--- config.mk ---
export PLATFORM = sky130hd
export DESIGN_NAME = spi_frame_sequencer
export DESIGN_NICKNAME = d
export VERILOG_FILES = /design/src/rtl/spi_frame_sequencer.sv
export SDC_FILE = /design/constraint.sdc
export NUM_CORES = 1
export LEC_CHECK = 0
export ABC_AREA = 1
export CORE_ASPECT_RATIO = 0.9
export CORE_MARGIN = 1.5
export CORE_UTILIZATION = 49
export DETAILED_ROUTE_END_ITERATION = 10
export PLACE_DENSITY = 0.95
export SLEW_MARGIN = 0
export SYNTH_ARGS = -nofsm -noshare
export SYNTH_HDL_FRONTEND = slang
export SYNTH_SLANG_ARGS = --single-unit
--- constraint.sdc ---
create_clock -name clk_i -period 1.9 [get_ports clk_i]
set_clock_uncertainty 0.05 [all_clocks]
set_input_delay 0.57 -clock clk_i [delete_from_list [all_inputs] [get_ports clk_i]]
set_output_delay 0.57 -clock clk_i [all_outputs]
set_load 0.03 [all_outputs]
--- src/rtl/spi_frame_sequencer.sv ---
// Frame-level sequencer between the SPI slave byte shifter and the register file.
// First byte of each chip-select frame is a command; following bytes are burst write/read data.
module spi_frame_sequencer #(
    parameter int NUM_REGS = 12,
    parameter int AUTO_INC = 1
) (
    input  logic       clk_i,
    input  logic       rst_i,
    input  logic       cs_n_i,
    input  logic       rx_valid_i,
    input  logic [7:0] rx_byte_i,
    input  logic [7:0] reg_rd_data_i,
    output logic [3:0] reg_addr_o,
    output logic       reg_wr_en_o,
    output logic [7:0] reg_wr_data_o,
    output logic       reg_rd_en_o,
    output logic [7:0] tx_byte_o,
    output logic       tx_load_o,
    output logic       busy_o,
    output logic       cmd_err_o
);

    typedef enum logic [2:0] {
        IDLE,
        CMD,
        WRITE,
        RD_FETCH,
        RD_SEND,
        IGNORE
    } state_t;

    state_t     state_q;
    logic [3:0] reg_addr_q;
    logic       reg_wr_en_q;
    logic [7:0] reg_wr_data_q;
    logic       reg_rd_en_q;
    logic [7:0] tx_byte_q;
    logic       tx_load_q;
    logic       busy_q;
    logic       cmd_err_q;

    logic [3:0] addr_next_d;
    logic       cmd_illegal_d;

    // Wrap at the last implemented register so no out-of-range address is ever driven.
    always_comb begin
        addr_next_d = reg_addr_q;
        if (AUTO_INC != 0) begin
            if (reg_addr_q == 4'(NUM_REGS - 1)) begin
                addr_next_d = 4'd0;
            end else begin
                addr_next_d = reg_addr_q + 4'd1;
            end
        end
    end

    always_comb begin
        cmd_illegal_d = (rx_byte_i[6:4] != 3'b000) ||
                        ({1'b0, rx_byte_i[3:0]} >= 5'(NUM_REGS));
    end

    always_ff @(posedge clk_i) begin
        if (rst_i) begin
            state_q       <= IDLE;
            reg_addr_q    <= 4'd0;
            reg_wr_en_q   <= 1'b0;
            reg_wr_data_q <= 8'h00;
            reg_rd_en_q   <= 1'b0;
            tx_byte_q     <= 8'h00;
            tx_load_q     <= 1'b0;
            busy_q        <= 1'b0;
            cmd_err_q     <= 1'b0;
        end else begin
            reg_wr_en_q <= 1'b0;
            reg_rd_en_q <= 1'b0;
            tx_load_q   <= 1'b0;

            if (state_q != IDLE && cs_n_i) begin
                // Frame abort: any byte completing in this cycle is dropped, address held.
                state_q   <= IDLE;
                busy_q    <= 1'b0;
                tx_byte_q <= 8'h00;
            end else begin
                case (state_q)
                    IDLE: begin
                        if (!cs_n_i) begin
                            state_q   <= CMD;
                            busy_q    <= 1'b1;
                            cmd_err_q <= 1'b0;
                            tx_byte_q <= 8'h00;
                            tx_load_q <= 1'b1;
                        end
                    end
                    CMD: begin
                        if (rx_valid_i) begin
                            if (cmd_illegal_d) begin
                                cmd_err_q <= 1'b1;
                                state_q   <= IGNORE;
                            end else begin
                                reg_addr_q <= rx_byte_i[3:0];
                                if (rx_byte_i[7]) begin
                                    reg_rd_en_q <= 1'b1;
                                    state_q     <= RD_FETCH;
                                end else begin
                                    state_q <= WRITE;
                                end
                            end
                        end
                    end
                    WRITE: begin
                        if (reg_wr_en_q) begin
                            reg_addr_q <= addr_next_d;
                        end else if (rx_valid_i) begin
                            reg_wr_en_q   <= 1'b1;
                            reg_wr_data_q <= rx_byte_i;
                        end
                    end
                    RD_FETCH: begin
                        // Read data is valid the cycle after the strobe; rx_valid here is ignored.
                        if (!reg_rd_en_q) begin
                            tx_byte_q <= reg_rd_data_i;
                            tx_load_q <= 1'b1;
                            state_q   <= RD_SEND;
                        end
                    end
                    RD_SEND: begin
                        if (rx_valid_i) begin
                            reg_addr_q  <= addr_next_d;
                            reg_rd_en_q <= 1'b1;
                            state_q     <= RD_FETCH;
                        end
                    end
                    IGNORE: begin
                    end
                    default: begin
                        state_q <= IDLE;
                        busy_q  <= 1'b0;
                    end
                endcase
            end
        end
    end

    assign reg_addr_o    = reg_addr_q;
    assign reg_wr_en_o   = reg_wr_en_q;
    assign reg_wr_data_o = reg_wr_data_q;
    assign reg_rd_en_o   = reg_rd_en_q;
    assign tx_byte_o     = tx_byte_q;
    assign tx_load_o     = tx_load_q;
    assign busy_o        = busy_q;
    assign cmd_err_o     = cmd_err_q;

endmodule
; ---- Yosys cells after proc, flatten, opt, wreduce, memory -nomap -nowiden
; Cells that the tools add are included.
[totals]
elab_cells = 77
reg_bits = 28
output_inout_bits = 25
[op_classes]
add_sub_neg = 1
n_eq_ne = 13
bitwise = 5
magnitude_cmp = 1
n_mux = 30
reduce_logical = 18
[op_table]
columns = cell, n
row1 = 2-to-1 mux 4 bit, 5
row2 = 2-to-1 mux 8 bit, 2
row3 = case mux 8 bit (2 select lines), 1
row4 = 2-to-1 mux 3 bit, 5
row5 = case mux 3 bit (5 select lines), 1
row6 = inequality test 2 bit (second input constant), 7
row7 = case mux 4 bit (3 select lines), 1
row8 = 2-to-1 mux 1 bit, 11
row9 = AND reduction 5 bit, 2
row10 = nonzero test 3 bit, 3
row11 = case mux 1 bit (2 select lines), 4
row12 = equality test 3 x 2 -> 1 bit (second input constant), 2
row13 = equality test 3 bit (second input constant), 2
row14 = AND reduction 6 bit, 1
row15 = NOT 1 bit, 5
row16 = OR reduction 5 bit, 1
row17 = adder 4 x 1 -> 4 bit (second input constant), 1
row18 = equality test 4 bit (second input constant), 1
row19 = greater-or-equal comparator 4 bit (second input constant), 1
row20 = AND reduction 4 bit, 1
row21 = nonzero test 2 bit, 2
row22 = OR reduction 2 bit, 2
row23 = OR reduction 4 bit, 1
row24 = equality test 3 x 1 -> 1 bit (second input constant), 1
row25 = 5 further kinds, 5

; ---- Depth between registers and ports, before layout
[logic_depth]
depth_word = 5
mapped_depth = 10
mapped_depth_nobuf = 10

; ---- Worst setup path after synthesis
; Ideal clock, no wire load.
[synth_timing]
path_kind = in2reg
from = input rx_byte_i[4]
to = register reg_addr_q[3] (netlist: reg_addr_o[3])
cell_stages = 6
setup_ns = 0.113
setup_slack_ns = 0.497
t_required_ns = 1.737
arrival_time_ns = 1.241
path_cell_list = nor2_1 -> nand3b_1 -> o21ai_4 -> nand2_1 -> nor2_1 -> nor2_1
[synth_via]
elab_chain_cells = 4
[synth_lines]
columns = item, line
row1 = from (decl), 11  ; input logic [7:0] rx_byte_i,
row2 = nonzero test 3 bit, 58  ; cmd_illegal_d = (rx_byte_i[6:4] != 3'b000) ||
row3 = logical OR 1 bit, 58
row4 = inequality test 2 bit (no line), n/a
row5 = AND reduction 6 bit (no line), n/a
row6 = to (signal assigned), 100  ; reg_addr_q <= rx_byte_i[3:0];
row7 = to (signal assigned), 112  ; reg_addr_q <= addr_next_d;
row8 = to (signal assigned), 128  ; reg_addr_q <= addr_next_d;
row9 = to (decl), 33  ; logic [3:0] reg_addr_q;
; No other way between the ends.
; A chain may end at the register's enable or synchronous reset.

; ---- Final worst setup path
[layout_timing]
from = register reg_rd_en_q (netlist: reg_rd_en_o)
to = output reg_rd_en_o
[layout_rtl]
columns = item, line
row1 = from (decl), 36  ; logic reg_rd_en_q;
row2 = from (signal assigned), 68  ; reg_rd_en_q <= 1'b0;
row3 = from (signal assigned), 75  ; reg_rd_en_q <= 1'b0;
row4 = from (signal assigned), 102  ; reg_rd_en_q <= 1'b1;
row5 = to (decl), 16  ; output logic reg_rd_en_o,
; No word-level cell between the ends.

==> flow_summary.json <==
{
  "cp_data_required_time_ns": 1.28,
  "pre_cts_slack_ns": -0.133,
  "layout_commonest_cell": "nand2_1",
  "path_clk_slew_ns": 0.14,
  "gp_congestion": 0.955,
  "drtPass1Iterations": 4,
  "floorplan.initialDensity": 0.517,
  "path_buf_inv": 1,
  "critPathTopFamily": "flip-flops",
  "critical_path_arrival_ns": 1.20,
  "synth_area_leaders": "dfxtp_1, nand2_1, nand3_1",
  "synth_largest_area_cell": "dfxtp_1",
  "dpl-instance-area_um2": 1950,
  "cts_max_path_buffers": 2,
  "peakVddDrop_mv": 0.810,
  "core_um2": 2750,
  "ys_ff_latch": 28,
  "clock-root-buffer": "clkbuf_4",
  "dp_hpwl_um": 2670,
  "critPathSlowestCell": "dfxtp_1",
  "grt_max_degree": 16,
  "setup_viol": 0,
  "io_pins": 45,
  "stdcell_area_um2": 1960,
  "final_max_slew_viol_count": 0,
  "worstSkewPairLatency_ns": 0.33,
  "cts-buffers-inserted": 3,
  "final_layout_size_suffix_gt1_frac": 0.115,
  "antenna_found_initial": 0,
  "powerDensity_nw_per_um2": 1390,
  "top_usage_layer": "met2",
  "max_slew_margin": 0.651,
  "use_met3": 0.0337,
  "finalCritPeriodShare": 0.960,
  "numPortBuffers": 44,
  "met1_usage": 0.270,
  "antenna_left": 0,
  "synth_cell_types": 21,
  "cts_hold_buf": 0,
  "cts_max_level": 1,
  "num_rows": 18,
  "ys_seq_area_frac": 0.394,
  "critPathMaxStageDelay_ns": 0.44,
  "fin_crit_ns": 1.82,
  "total_power_w": 0.00272,
  "final_nets": 283,
  "grt_usage": 0.235,
  "cts_setup_buffers": 0,
  "clock.fmax_ghz": 0.548,
  "critPathKind": "register to primary output",
  "rsz0062_at_grt": "false",
  "cts_tree": "built",
  "drv_cap": 0,
  "use_met2": 0.415,
  "synth_nets": 229,
  "die_w_um": 59.8,
  "cts.sinks": 28,
  "cp-end-kind": "primary output",
  "ys_warn_count": 0,
  "synth_area_um2": 1420,
  "yosysTopAreaCellShare": 0.394,
  "routed_wl_um": 3540,
  "grt_overflow_total": 0,
  "synth.avg_cell_area_um2": 6.83,
  "layout.cells.most_common_list": "nand2_1, nor2_1, nand3_1, dfxtp_1, dlygate4sd2_1",
  "syn_to_final_growth_pct": 37.9,
  "power_leakage_nw": 0.985,
  "diodes": 0,
  "routedWlPerCell_um": 11.7,
  "drt-initial-drc-count": 57,
  "path_cells": "dlygate4sd2_1",
  "viasPerCell": 5.09,
  "worst_slew_pin_slew_ns": 0.520,
  "outcome": "completed",
  "final_hold_viol_count": 0,
  "worst_slack_ns": 0.0759,
  "die_area_um2": 3230,
  "hold_path_class": "register to register",
  "grt_pass1_vias": 1384,
  "drc_errors": 0,
  "grt_pass1_wl_um": 5730,
  "worstPathMaxFanout": 3,
  "cp-start-kind": "register",
  "syn_inst": 208,
  "die_h_um": 54.1,
  "vias": 1533
}
[final timing paths]
path,cells past startpoint,end,slack (ns),start
setup / recovery,1,reg_rd_en_o,0.08,reg_rd_en_o$_SDFF_PP0_
hold / removal,2,cmd_err_o$_SDFFE_PP0P_,0.40,cmd_err_o$_SDFFE_PP0P_
setup reg to reg,8,state_q[0]$_SDFFE_PP0P_,0.28,state_q[2]$_SDFFE_PP0P_
hold reg to reg,2,cmd_err_o$_SDFFE_PP0P_,0.40,cmd_err_o$_SDFFE_PP0P_
[through the flow]
step,utilization,TNS [ns],instances,hold slack (ns)
floorplan,-,0,208,0.520
global placement,0.711,-0.415,297,0.389
detailed placement,0.711,-1.14,297,0.387
CTS,0.713,0,301,0.405
global route,0.713,0,301,0.425
finish,0.713,0,301,0.405
[flip-flops by register name, summed over array words and instances (netlist names)]
register,cells
busy_o,1
cmd_err_o,1
reg_addr_o,4
reg_rd_en_o,1
reg_wr_data_o,8
reg_wr_en_o,1
state_q,3
tx_byte_o,8
tx_load_o,1
[cells in the mapped netlist]
master    instances
o21ai_1           1
nand3_1          29
clkbuf_1          1
nor2_8            1
nor3_2            1
buf_4             3
clkinv_2          1
nand3_2           1
inv_2             4
inv_1            19
o21ai_0          18
o21ai_4           2
nand2_1          51
dfxtp_1          28
nor2_4            3
a21oi_1           7
nor2_1           30
nand2_2           4
ha_1              1
nand3b_1          1
nand4_1           2
[power breakdown]
group | leakage, nW | switching [W] | total [W] | internal [W]
clock | 0.0210 | 0.000174 | 0.000292 | 0.000118
sequential | 0.228 | 0.000132 | 0.000847 | 0.000715
combinational | 0.737 | 0.00102 | 0.00158 | 0.000556
[logic make-up (layout without fill, tap and decap cells)]
family                     Yosys count  after routing  share of synthesized area
AOI/OAI and AO/OA                   28             28                      0.114
adders and majority gates            1              1                    0.00880
buffers and inverters               28             81                     0.0827
DFF                                 28             28                      0.394
and+or+nand+nor                    123            123                      0.400
[layout make-up]
type                            count  area (µm²)
Inverter                           24        91.3
Clock buffer                        4        36.3
Tap cell                           40        50.0
Sequential cell                    28         561
Timing Repair Buffer               53         478
Fill cell                         262         788
Multi-Input combinational cell    152         743
[what timing repair did]
item,4_1_cts,5_1_grt
setup endpoints to repair,25,1
gates resized for setup,25,1
cloned,0,0
[layer usage]
metal	vias up	routed length, µm	share of wire
met5	-	0	0
met4	0	124	0.035
met1	686	1540	0.44
li1	773	-	-
met2	59	1680	0.48
met3	15	188	0.053
(Power assumes the default switching activity.)
==> edit: new RTL, same flow settings <==
Reset style: asynchronous (`rst_i`), changed in one clocked block.
--- a/src/rtl/spi_frame_sequencer.sv
+++ b/src/rtl/spi_frame_sequencer.sv
@@ -59,7 +59,7 @@
                         ({1'b0, rx_byte_i[3:0]} >= 5'(NUM_REGS));
     end
 
-    always_ff @(posedge clk_i) begin
+    always_ff @(posedge clk_i or posedge rst_i) begin
         if (rst_i) begin
             state_q       <= IDLE;
             reg_addr_q    <= 4'd0;
Formal check against the unedited RTL: differs if rst_i is asserted again (counterexample within 4 cycles, from zero or initial values and one cycle with rst_i high); with rst_i held inactive, the same outputs for 10 cycles.
==> edit against the unedited design <==
Utilization increased by 0.21 points; clock power decreased by 2%; final area increased by 3.6%; die area increased by 5.5%; highest routed layer unchanged; synthesized cell count decreased by 6.3%; routed wire length decreased by 0.93%; area after synthesis increased by 5.8%; count of clock-buffer cells in the layout unchanged; setup slack about the same; hold slack improved by 0.042 ns; total power decreased by 1.9%; sequential cell count unchanged.
==> edit: results (changes against the unedited design) <==
[synth]
yosysUniqueCellTypes = 24  ; +14%
async_flop_share_pct = 100  ; +100 points
synth-main-ff-cell = dfrtp_1
yosys-top-cells-area = dfrtp_1, nand2_1, nand3_1

[hold_path]
hold_path_end = reg_wr_data_o[4]$_DFFE_PP0P_
holdCritStartpoint = reg_wr_data_o[4]$_DFFE_PP0P_

[place]
placed_cell_area_sq_mm = 0.00202  ; +3.7%
gp_congestion = 0.917  ; -3.9%
placedCellCount = 284  ; -4.4%
dpl.hpwl_mm = 2.69  ; +0.84%

[grt]
grt_max_degree = 29  ; +13
grt_pass1_wl_mm = 5.82  ; +1.4%
grtUsageMet1_pct = 31.6  ; +4.5 points
grtUsageMet3_pct = 2.58  ; -0.79 points

[cells_and_area]
drive_gt1_share_pct = 12.5  ; +1.0 points
final_nets = 270  ; -4.6%

[detailed_routing]
viasPerCell = 5.06  ; -0.67%
dr_wl_met2_mm = 1.71  ; +1.4%
vias = 1457  ; -5.0%
met1_length_mm = 1.57  ; +1.8%

[setup_path]
reg2reg_depth = 6  ; -2
critPathMaxFanout = 5  ; +2
r2r_slack_ns = 0.22  ; -0.06 ns
worst_path_largest_cell_delay_ns = 0.46  ; +0.02 ns
reg2reg_to = tx_byte_o[3]$_DFFE_PP0P_
r2r_start = state_q[0]$_DFFE_PP0P_

[sta]
hold_slack_ns = 0.447  ; +0.0418 ns

[power]
leakage_nw = 1.11  ; +13%

[run_status]
outcome = complete, no violations

-- edit: cell types whose count changed in the layout (fill, tap and decap cells not counted), moves of 3 or more --
| cell | delta |
|---|---|
| nor2_2 | +3 |
| o21ai_0 | -10 |
| a21oi_1 | -5 |
| dfrtp_1 | +28 |
| nor2_1 | -23 |
| dfxtp_1 | -28 |
| nand2_1 | +15 |
-- edit: power groups by stage --
stage	Clock [W]	Sequential, W	Combinational (W)
after floorplan	0	0.00117	0.000792
after global placement	0	0.000918	0.00152
after detailed placement	0	0.000925	0.00156
after CTS	0.000290	0.000909	0.00147
after global routing	0.000314	0.000931	0.00163
final	0.000287	0.000911	0.00147
-- edit: timing repair --
action,CTS,global route
hold buffers,0,0
resized for setup,25,0
endpoints found under the setup margin,25,0
-- edit: area by class of cell --
| type | instances | area [sq um] |
|---|---|---|
| multi-input cells | 139 | 676 |
| flip-flops and latches | 28 | 701 |
| repair buffers | 53 | 477 |
| clock buffers | 4 | 36.3 |
| well taps | 40 | 50.0 |
| inverters | 24 | 90.1 |
| fillers | 261 | 808 |
-- edit: worst max-delay path by stage --
stage                                          from                         to  slack, ns  depth (start not counted)
after global placement                       cs_n_i   tx_byte_o[2]$_DFFE_PP0P_      -0.05                          6
after floorplan           reg_addr_o[0]$_DFFE_PP0P_  reg_addr_o[2]$_DFFE_PP0P_       0.43                          7
final                     reg_addr_o[2]$_DFFE_PP0P_              reg_addr_o[2]       0.08                          1
after detailed placement                     cs_n_i   tx_byte_o[3]$_DFFE_PP0P_      -0.06                          6
after global routing      reg_addr_o[2]$_DFFE_PP0P_              reg_addr_o[2]       0.02                          1
after CTS                 reg_addr_o[2]$_DFFE_PP0P_              reg_addr_o[2]       0.07                          1
